## src/rtl/uart_rx_ctrl.sv

```systemverilog
// rtl/uart_rx_ctrl.sv - 16x-oversampling UART receiver; optional parity via `define UART_RX_PARITY_EN
module uart_rx_ctrl #(
    parameter int DATA_BITS  = 8,
    parameter int PARITY_ODD = 0
) (
    input  logic       clk,
    input  logic       rst,
    input  logic       baud_tick,
    input  logic       rx,
    output logic [7:0] rx_data,
    output logic       rx_valid,
    output logic       frame_err,
    output logic       parity_err,
    output logic       busy
);

    typedef enum logic [2:0] {
        S_IDLE,
        S_START,
        S_DATA,
        S_PARITY,
        S_STOP
    } state_t;

    // Index of the final data bit, compared against the bit counter.
    localparam logic [3:0] LAST_BIT  = 4'(DATA_BITS - 1);
    // START resamples on the 7th tick after the falling edge was seen (mid start bit).
    localparam logic [3:0] MID_START = 4'd6;
    // DATA/PARITY/STOP sample once the 4-bit counter reaches its top and wraps.
    localparam logic [3:0] CNT_TOP   = 4'd15;

    state_t               state_q,      state_d;
    logic                 rx_meta_q,    rx_meta_d;
    logic                 rx_s_q,       rx_s_d;
    logic [3:0]           sample_cnt_q, sample_cnt_d;
    logic [3:0]           bit_cnt_q,    bit_cnt_d;
    logic [DATA_BITS-1:0] shift_q,      shift_d;
    logic [7:0]           rx_data_q,    rx_data_d;
    logic                 rx_valid_q,   rx_valid_d;
    logic                 frame_err_q,  frame_err_d;
    logic                 busy_q,       busy_d;
`ifdef UART_RX_PARITY_EN
    localparam logic      PAR_INV = (PARITY_ODD != 0);
    logic                 par_bad_q,    par_bad_d;
    logic                 parity_err_q, parity_err_d;
`endif

    // Next-state logic: synchroniser always shifts, everything else advances only on baud_tick.
    always_comb begin
        rx_meta_d    = rx;
        rx_s_d       = rx_meta_q;
        state_d      = state_q;
        sample_cnt_d = sample_cnt_q;
        bit_cnt_d    = bit_cnt_q;
        shift_d      = shift_q;
        rx_data_d    = rx_data_q;
        rx_valid_d   = 1'b0;
        frame_err_d  = 1'b0;
`ifdef UART_RX_PARITY_EN
        par_bad_d    = par_bad_q;
        parity_err_d = 1'b0;
`endif
        if (baud_tick) begin
            case (state_q)
                S_IDLE: begin
                    if (!rx_s_q) begin
                        state_d      = S_START;
                        sample_cnt_d = '0;
                    end
                end
                S_START: begin
                    sample_cnt_d = sample_cnt_q + 4'd1;
                    if (sample_cnt_q == MID_START) begin
                        sample_cnt_d = '0;
                        bit_cnt_d    = '0;
                        // A high level at mid start bit was only a glitch.
                        state_d      = rx_s_q ? S_IDLE : S_DATA;
                    end
                end
                S_DATA: begin
                    // Counter wraps 15 -> 0 on the sampling tick, lining up the next bit.
                    sample_cnt_d = sample_cnt_q + 4'd1;
                    if (sample_cnt_q == CNT_TOP) begin
                        shift_d   = {rx_s_q, shift_q[DATA_BITS-1:1]};
                        bit_cnt_d = bit_cnt_q + 4'd1;
                        if (bit_cnt_q == LAST_BIT) begin
`ifdef UART_RX_PARITY_EN
                            state_d = S_PARITY;
`else
                            state_d = S_STOP;
`endif
                        end
                    end
                end
`ifdef UART_RX_PARITY_EN
                S_PARITY: begin
                    sample_cnt_d = sample_cnt_q + 4'd1;
                    if (sample_cnt_q == CNT_TOP) begin
                        // Held until the stop bit so both strobes land on the same clk.
                        par_bad_d = ((^shift_q) ^ PAR_INV) != rx_s_q;
                        state_d   = S_STOP;
                    end
                end
`endif
                S_STOP: begin
                    sample_cnt_d = sample_cnt_q + 4'd1;
                    if (sample_cnt_q == CNT_TOP) begin
                        rx_data_d                  = '0;
                        rx_data_d[DATA_BITS-1:0]   = shift_q;
                        rx_valid_d                 = rx_s_q;
                        frame_err_d                = !rx_s_q;
`ifdef UART_RX_PARITY_EN
                        parity_err_d               = par_bad_q;
                        par_bad_d                  = 1'b0;
`endif
                        // Leaving at mid stop bit lets a directly following start edge be caught.
                        state_d                    = S_IDLE;
                    end
                end
                default: begin
                    state_d = S_IDLE;
                end
            endcase
        end
        busy_d = (state_d != S_IDLE);
    end

    // State, counters and registered outputs with asynchronous active-low reset.
    always_ff @(posedge clk or negedge rst) begin
        if (!rst) begin
            state_q      <= S_IDLE;
            rx_meta_q    <= 1'b1;
            rx_s_q       <= 1'b1;
            sample_cnt_q <= '0;
            bit_cnt_q    <= '0;
            shift_q      <= '0;
            rx_data_q    <= '0;
            rx_valid_q   <= 1'b0;
            frame_err_q  <= 1'b0;
            busy_q       <= 1'b0;
`ifdef UART_RX_PARITY_EN
            par_bad_q    <= 1'b0;
            parity_err_q <= 1'b0;
`endif
        end else begin
            state_q      <= state_d;
            rx_meta_q    <= rx_meta_d;
            rx_s_q       <= rx_s_d;
            sample_cnt_q <= sample_cnt_d;
            bit_cnt_q    <= bit_cnt_d;
            shift_q      <= shift_d;
            rx_data_q    <= rx_data_d;
            rx_valid_q   <= rx_valid_d;
            frame_err_q  <= frame_err_d;
            busy_q       <= busy_d;
`ifdef UART_RX_PARITY_EN
            par_bad_q    <= par_bad_d;
            parity_err_q <= parity_err_d;
`endif
        end
    end

    assign rx_data   = rx_data_q;
    assign rx_valid  = rx_valid_q;
    assign frame_err = frame_err_q;
    assign busy      = busy_q;
`ifdef UART_RX_PARITY_EN
    assign parity_err = parity_err_q;
`else
    assign parity_err = 1'b0;
`endif

endmodule
```

## config.mk

```make
export PLATFORM = sky130hd
export DESIGN_NAME = uart_rx_ctrl
export DESIGN_NICKNAME = d
export VERILOG_FILES = /design/src/rtl/uart_rx_ctrl.sv
export SDC_FILE = /design/constraint.sdc
export NUM_CORES = 1
export LEC_CHECK = 0
export ABC_CLOCK_PERIOD_IN_PS = 4500
export CAP_MARGIN = 20
export CORE_MARGIN = 10
export CORE_UTILIZATION = 59
export DETAILED_ROUTE_END_ITERATION = 8
export PLACE_DENSITY = 0.82
export SLEW_MARGIN = 10
export SYNTH_ARGS = -nofsm -noshare
export SYNTH_HDL_FRONTEND = slang
export SYNTH_SLANG_ARGS = --single-unit
```

## constraint.sdc

```tcl
create_clock -name clk -period 4.5 [get_ports clk]
set_input_delay 0.675 -clock clk [delete_from_list [all_inputs] [get_ports clk]]
set_output_delay 0.675 -clock clk [all_outputs]
set_load 0.02 [all_outputs]
```

==> impl_metrics.yaml, run 1 <==
timing:
  min_period_ps: 2210
  max_freq_mhz: 452
  setup_viol_count_final: 0
  rsz0062_at_grt: "false"
  fin_crit_sh: 0.492
  hold_viol: 0
  fin_skew_ps: 6.42
  slew_viol_final: 0
  timing.final.ws_setup_ps: 2290
  tns_ps: 0
  timing.hold.ws_ps: 362
finish:
  final_common_cell: "dfrtp_1"
  area_growth_pct: 13.3
  num_antenna_cells: 0
  fin_nets: 140
  final_design_area_no_fill_sq_um: 1690
  most-common-layout-cells: "dfrtp_1, mux2_2, clkdlybuf4s50_1, nand2_1, clkbuf_4"
  n_fill_cell: 171
  layout-drive-gt1-share: 0.261
global_routing:
  antenna_found_initial: 0
  grt_pass1_vias: 979
  grt_max_degree: 33
  grt-ovfl-total: 0
  grt_pass1_wl_mm: 4.45
  grt_util_all_layers: 0.109
power_and_ir_drop:
  power_report.internal_total_mw: 0.449
  p_clk_frac: 0.260
  swShare: 0.305
  vdd.ir_drop.worst_v: 0.000286
  total_power_mw: 0.646
  seqPwrFrac: 0.553
  pwr-share-comb: 0.187
  p_sw_mw: 0.197
  power.density_nw_per_um2: 383
  leakage_nw: 0.753
logic_synthesis:
  syn_area_sq_um: 1490
  synth_edf_count: 0
  ys.flop_type: "dfrtp_1"
  synth_warnings: 0
  synthArstFlopShare: 1.00
  netlist_instances: 117
  yosys_register_bits: 32
  synth-seq-area-share: 0.539
  postSynthAreaPerCell_sq_um: 12.7
  syn-num-nets: 124
  ys_types: 43
floorplanning:
  die_width_microns: 70.2
  die_y_microns: 70.2
  ioPinCount: 16
  fp-row-count: 18
  core_area_sq_um: 2430
  start_util: 0.612
  dieArea_sq_um: 4930
detailed_routing:
  ant_nets: 0
  via_per_inst: 5.80
  route.detailed.drc: 0
  vias: 951
  dr.pass1.iters: 4
  wl_per_cell_microns: 15.6
  routed_wirelength_mm: 2.55
  drtIter0Drc: 49
placement:
  routabilityCongestion: 0.881
  placed_area_sq_um: 1620
  port-buffer-count: 14
  dp_hpwl_mm: 1.85
  dp_slack_ps: 1950
worst_hold_path:
  worstHoldPathType: "register to register"
worst_setup_path:
  critPathMaxStageDelay_ps: 610
  crit_buf_inv: 1
  cp-start-kind: "input pin"
  path_delay_family: "simple AND/OR/NAND/NOR gates"
  crit_path_cell_trace: "clkdlybuf4s50_1, and4_1, and2_1, mux2_2"
  cp-end-kind: "register"
  path_class: "input pin to register"
  cpMaxStageDelayCell: "clkdlybuf4s50_1"
  critPathRequiredTime_ps: 4710
  worstPathMaxFanout: 12
  arrival_ps: 2430
clocking:
  clk_pin_slew_worst_paths_ps: 90
  cts_buffers: 5
  htree_levels: 2
  cts_tree: "built"
  post-cts-setup-buffers: 0
  postCtsResizedCells: 0
  clockRootBuffer: "clkbuf_4"
  cts.sinks: 32
  clock_latency_ps: 320
  hold_buffers: 0
  clock_path_buffers: 2
status:
  status: "completed"
run:
  cap_violations: 0
path summary, 6_finish.rpt:
check / from / endpoint / slack [ps] / depth (start not counted)
worst min register to register: rx_meta_q / rx_s_q / 360 / 0
max in group asynchronous: rst / rx_meta_q / 3440 / 2
worst max register to register: state_q[0] / shift_q[7] / 2590 / 3
min in group asynchronous: rst / bit_cnt_q[1] / 740 / 2
worst max-delay path: baud_tick / shift_q[7] / 2290 / 4
worst min-delay path: rx_meta_q / rx_s_q / 360 / 0
metrics by stage:
stage          std cells  utilization
2_1_floorplan        117            -
4_1_cts              164        0.693
6_report             164        0.693
3_3_place_gp         156        0.668
5_1_grt              164        0.693
3_5_place_dp         156        0.668
kinds of logic after synthesis:
| family | share of synthesized area |
|---|---|
| buffers and inverters | 0.0387 |
| muxes | 0.129 |
| and+or+nand+nor | 0.155 |
| adders and majority gates | 0.0252 |
| AOI/OAI and AO/OA | 0.110 |
| DFF | 0.539 |
| other | 0.00252 |
cell usage after synthesis, types with 2 or more instances:
library cell / n / area share
or4_1: 2 / 0.010
nor2b_1: 3 / 0.013
nand2_1: 6 / 0.015
ha_1: 3 / 0.025
mux2_2: 17 / 0.13
o21ai_1: 3 / 0.010
buf_4: 3 / 0.015
buf_6: 2 / 0.015
nor2_1: 3 / 0.0076
inv_1: 2 / 0.0050
and2_1: 2 / 0.0084
or3_1: 2 / 0.0084
o21ai_0: 3 / 0.010
dfrtp_1: 30 / 0.50
nand3_1: 4 / 0.013
dfstp_2: 2 / 0.035
nand3b_1: 2 / 0.010
a22o_1: 2 / 0.012
a21oi_1: 2 / 0.0067
area by class of cell:
| type | count | area [sq um] | area share |
|---|---|---|---|
| clock inverter | 1 | 7.51 | 0.00445 |
| sequential | 32 | 803 | 0.476 |
| inverter | 2 | 7.51 | 0.00445 |
| timing repair buffer | 15 | 148 | 0.0875 |
| multi-input combinational | 77 | 628 | 0.372 |
| clock buffer | 7 | 55.1 | 0.0326 |
| tap | 30 | 37.5 | 0.0223 |
worst register-to-register path: stages (launching register included):
cell	delay, ps
dfrtp_1	540
nor3b_4	390
and2_1	480
mux2_2	400
state kept, by name, summed over array words and instances, names as in the netlist, 3 cells and up:
| register | cells |
|---|---|
| bit_cnt_q | 4 |
| rx_data | 8 |
| sample_cnt_q | 4 |
| shift_q | 8 |
| state_q | 3 |
power by group through the flow:
stage / Clock [mW] / Combinational, mW / Sequential (mW)
after floorplan: 0 / 0.114 / 0.344
after global placement: 0 / 0.115 / 0.360
after detailed placement: 0 / 0.120 / 0.363
after CTS: 0.172 / 0.122 / 0.358
after global routing: 0.186 / 0.134 / 0.365
final: 0.168 / 0.121 / 0.358
metal layers:
metal | GRT usage | vias up | share of wire
li1 | - | 457 | -
met1 | 0.114 | 472 | 0.42
met2 | 0.187 | 17 | 0.51
met3 | 0.0395 | 5 | 0.054
met4 | 0.0526 | 0 | 0.015
met5 | 0 | - | 0
(Power assumes the default switching activity.)
==> run 2: changes to the inputs <==
--- a/config.mk
+++ b/config.mk
@@ -5,12 +5,12 @@
 export SDC_FILE = /design/constraint.sdc
 export NUM_CORES = 1
 export LEC_CHECK = 0
-export ABC_CLOCK_PERIOD_IN_PS = 4500
+export ABC_CLOCK_PERIOD_IN_PS = 2050
 export CAP_MARGIN = 20
 export CORE_MARGIN = 10
-export CORE_UTILIZATION = 59
+export CORE_UTILIZATION = 55
 export DETAILED_ROUTE_END_ITERATION = 8
-export PLACE_DENSITY = 0.82
+export PLACE_DENSITY = 0.77
 export SLEW_MARGIN = 10
 export SYNTH_ARGS = -nofsm -noshare
 export SYNTH_HDL_FRONTEND = slang
==> constraint.sdc (replaced) <==
create_clock -name clk -period 2.05 [get_ports clk]
set_input_delay 0.3075 -clock clk [delete_from_list [all_inputs] [get_ports clk]]
set_output_delay 0.3075 -clock clk [all_outputs]
set_load 0.02 [all_outputs]
==> impl_metrics.yaml, run 2 (synthesis results as in run 1) <==
worst_hold_path:
  worstHoldPathType: "input pin to asynchronous set/reset pin"
clocking:
  post-cts-setup-buffers: 0
  cts.sinks: 32
  hold_buffers: 0
  clock_path_buffers: 2
  postCtsResizedCells: 0
  cts_tree: "built"
  clk_pin_slew_worst_paths_ps: 100
  clockRootBuffer: "clkbuf_4"
  clock_latency_ps: 340
  htree_levels: 2
  cts_buffers: 5
run:
  cap_violations: 0
global_routing:
  grt_util_met1: 0.127
  grt_pass1_wl_mm: 4.75
  grt.met2_usage: 0.183
  grt_max_degree: 33
  grt_util_all_layers: 0.114
  antenna_found_initial: 0
  grt_pass1_vias: 1041
  grt-ovfl-total: 0
  gr-max-usage-layer: "met2"
  use_met3: 0.0422
worst_setup_path:
  worstPathMaxFanout: 5
  crit_path_cell_trace: "ha_1, and4_1, and2_1, buf_4, a21o_1, a22o_1"
  crit-reg2reg-launch: "sample_cnt_q[0]"
  rr_endpoint: "bit_cnt_q[3]"
  crit_buf_inv: 1
  cp-end-kind: "register"
  worstRegToRegCells: 6
  critPathRequiredTime_ps: 2280
  cpMaxStageDelayCell: "dfrtp_1"
  critPathMaxStageDelay_ps: 440
  arrival_ps: 1980
  r2r_setup_slack_ps: 290
  worst-path-stages: 6
  crit_start: "sample_cnt_q[0]"
  path_delay_family: "simple AND/OR/NAND/NOR gates"
  crit_path_end: "bit_cnt_q[3]"
  path_class: "register to register"
  cp-start-kind: "register"
timing:
  min_period_ps: 1760
  timing.final.ws_setup_ps: 293
  slew_viol_final: 0
  tns_ps: 0
  fin_crit_sh: 0.857
  rsz0062_at_grt: "false"
  hold_viol: 0
  setup_viol_count_final: 0
  fin_skew_ps: 6.52
  max_freq_mhz: 569
finish:
  final_common_cell: "dfrtp_1"
  layout-drive-gt1-share: 0.283
  num_antenna_cells: 0
  most-common-layout-cells: "dfrtp_1, mux2_2, clkdlybuf4s50_1, nand2_1, clkbuf_4"
  fin_nets: 144
  n_fill_cell: 177
  final_cells: 168
  area_growth_pct: 17.9
status:
  status: "completed"
power_and_ir_drop:
  vdd.ir_drop.worst_v: 0.000763
  power.density_nw_per_um2: 868
  total_power_mw: 1.52
  leakage_nw: 0.791
detailed_routing:
  routed_wirelength_mm: 2.65
  wl_per_cell_microns: 15.8
  drtIter0Drc: 73
  ant_nets: 0
  via_per_inst: 5.82
  vias: 977
  dr.pass1.iters: 4
  route.detailed.drc: 0
floorplanning:
  start_util: 0.590
  fp-row-count: 18
  die_width_microns: 72.0
  core_area_sq_um: 2520
  die_y_microns: 72.0
  ioPinCount: 16
  dieArea_sq_um: 5190
placement:
  dp_hpwl_mm: 1.91
  dp_slack_ps: 115
  routabilityCongestion: 0.821
  port-buffer-count: 14
  place_inst: 160
[run 2: worst register-to-register path, cell delays in order (launching register included)]
cell	delay (ps)
dfrtp_1	440
ha_1	270
and4_1	260
and2_1	200
buf_4	160
a21o_1	150
a22o_1	170
[run 2: how the worst min path moves through the flow]
stage / from / to / slack [ps]
finish: rst / shift_q[0] / 350
floorplan: rst / bit_cnt_q[0] / 10
detailed placement: rx_meta_q / rx_s_q / 350
global route: rx / rx_meta_q / 340
CTS: rst / rx_data[0] / 350
global placement: rx_meta_q / rx_s_q / 350
[run 2: where the power goes]
group          switching [mW]  total (mW)  internal (mW)  leakage [nW]
logic                   0.139       0.269          0.131         0.322
clock network           0.212       0.467          0.255        0.0422
registers              0.0982       0.787          0.688         0.426
[run 2: area by class of cell]
type	instances	area [sq um]	area share
well taps	30	37.5	0.0214
clock buffers	6	41.3	0.0235
inverters	2	7.51	0.00428
clock inverters	2	35.0	0.0200
repair buffers	19	203	0.115
multi-input cells	77	628	0.358
flip-flops and latches	32	803	0.458
[run 2: routing by layer]
metal,wire [microns],vias up
met5,0,-
met4,43,0
met3,170,5
met2,1300,20
met1,1140,488
li1,-,464
[run 2: per-stage QoR]
step | utilization | hold WS [ps] | area [sq um]
finish | 0.696 | 353 | 1760
detailed placement | 0.666 | 347 | 1680
global placement | 0.666 | 346 | 1680
floorplan | - | 11.9 | 1490
global route | 0.696 | 345 | 1760
CTS | 0.696 | 350 | 1760
==> run 3: changes to the inputs <==
--- a/config.mk
+++ b/config.mk
@@ -7,9 +7,9 @@
 export LEC_CHECK = 0
 export ABC_CLOCK_PERIOD_IN_PS = 2050
 export CAP_MARGIN = 20
-export CORE_MARGIN = 10
 export CORE_UTILIZATION = 55
 export DETAILED_ROUTE_END_ITERATION = 8
+export GPL_TIMING_DRIVEN = 1
 export PLACE_DENSITY = 0.77
 export SLEW_MARGIN = 10
 export SYNTH_ARGS = -nofsm -noshare
==> impl_metrics.yaml, run 3 (synthesis results as in run 1) <==
clocking:
  clock_latency_ps: 330
  hold_buffers: 0
  cts_tree: "built"
  clockRootBuffer: "clkbuf_4"
  htree_levels: 2
  clk_pin_slew_worst_paths_ps: 100
  postCtsResizedCells: 0
  cts.sinks: 32
  cts_buffers: 5
  post-cts-setup-buffers: 0
  clock_path_buffers: 2
power_and_ir_drop:
  power_report.internal_total_mw: 1.07
  vdd.ir_drop.worst_v: 0.000746
  power.density_nw_per_um2: 881
  swShare: 0.296
  seqPwrFrac: 0.517
  p_clk_frac: 0.307
  total_power_mw: 1.53
  p_sw_mw: 0.451
  leakage_nw: 0.785
  pwr-share-comb: 0.176
finish:
  final_util: 0.686
  most-common-layout-cells: "dfrtp_1, mux2_2, clkdlybuf4s50_1, nand2_1"
  num_antenna_cells: 0
  layout-drive-gt1-share: 0.283
  final_common_cell: "dfrtp_1"
  fin_nets: 144
  area_growth_pct: 16.2
global_routing:
  grt_pass1_wl_mm: 4.10
  grt_pass1_vias: 922
  grt_util_all_layers: 0.204
  grt-ovfl-total: 0
  antenna_found_initial: 0
  grt_max_degree: 33
worst_setup_path:
  cp-start-kind: "register"
  crit_path_end: "shift_q[7]"
  crit_start: "state_q[0]"
  r2r_setup_slack_ps: 260
  cp-end-kind: "register"
  worstRegToRegCells: 4
  worstPathMaxFanout: 11
  arrival_ps: 2000
  crit-reg2reg-launch: "state_q[0]"
  path_class: "register to register"
  rr_endpoint: "shift_q[7]"
  critPathRequiredTime_ps: 2260
floorplanning:
  start_util: 0.590
  core_area_sq_um: 2520
  fp-row-count: 18
  ioPinCount: 16
  die_width_microns: 54.0
  die_y_microns: 54.0
  dieArea_sq_um: 2920
timing:
  fin_crit_sh: 0.872
  max_freq_mhz: 559
  hold_viol: 0
  slew_viol_final: 0
  min_period_ps: 1790
  setup_viol_count_final: 0
  timing.hold.ws_ps: 355
  rsz0062_at_grt: "false"
  fin_skew_ps: 10.0
  tns_ps: 0
placement:
  dp_hpwl_mm: 1.85
  port-buffer-count: 14
  routabilityCongestion: 0.772
status:
  status: "completed"
detailed_routing:
  vias: 990
  route.detailed.drc: 0
  wl_per_cell_microns: 15.3
  dr.pass1.iters: 4
  drtIter0Drc: 21
  routed_wirelength_mm: 2.57
  ant_nets: 0
  via_per_inst: 5.89
run:
  cap_violations: 0
worst_hold_path:
  worstHoldPathType: "input pin to asynchronous set/reset pin"
run 3: cell counts in the layout (fill, tap and decap cells not counted):
Identical to the previous run, type by type.
run 3: worst min path at each step:
stage	from	slack [ps]	depth (start not counted)	to
after floorplan	rst	10	0	bit_cnt_q[0]
after global placement	rx_meta_q	350	0	rx_s_q
after detailed placement	rx_meta_q	350	0	rx_s_q
after CTS	rst	360	2	frame_err
after global routing	rx	360	1	rx_meta_q
final	rst	350	2	state_q[2]
run 3: layout make-up:
type / count / area [sq um]
Fill cell: 182 / 792
Multi-Input combinational cell: 77 / 628
Tap cell: 30 / 37.5
Clock buffer: 6 / 41.3
Clock inverter: 2 / 35.0
Sequential cell: 32 / 803
Timing Repair Buffer: 19 / 178
Inverter: 2 / 7.51
run 3: critical path, stage by stage (launching register included):
cell     delay (ps)
dfrtp_1         560
nor3b_4         400
and2_1          200
buf_4           170
mux2_2          340
run 3: layer usage:
| layer | track usage | wire length, microns | vias up |
|---|---|---|---|
| li1 | - | - | 466 |
| met1 | 0.236 | 1140 | 494 |
| met2 | 0.348 | 1300 | 25 |
| met3 | 0.0763 | 97 | 5 |
| met4 | 0.0684 | 34 | 0 |
| met5 | 0 | 0 | - |
run 3: power groups by stage:
stage	combinational, mW	clock, mW	sequential, mW
floorplan	0.250	0	0.755
global placement	0.252	0	0.791
detailed placement	0.268	0	0.798
CTS	0.270	0.477	0.785
global route	0.298	0.506	0.798
finish	0.269	0.469	0.788
run 3: per-stage QoR:
| stage | setup slack [ps] | cell area, sq um | instances |
|---|---|---|---|
| finish | 261 | 1730 | 168 |
| global route | 157 | 1730 | 168 |
| CTS | 271 | 1730 | 168 |
| detailed placement | 110 | 1650 | 160 |
| global placement | 172 | 1650 | 160 |
| floorplan | 441 | 1490 | 117 |
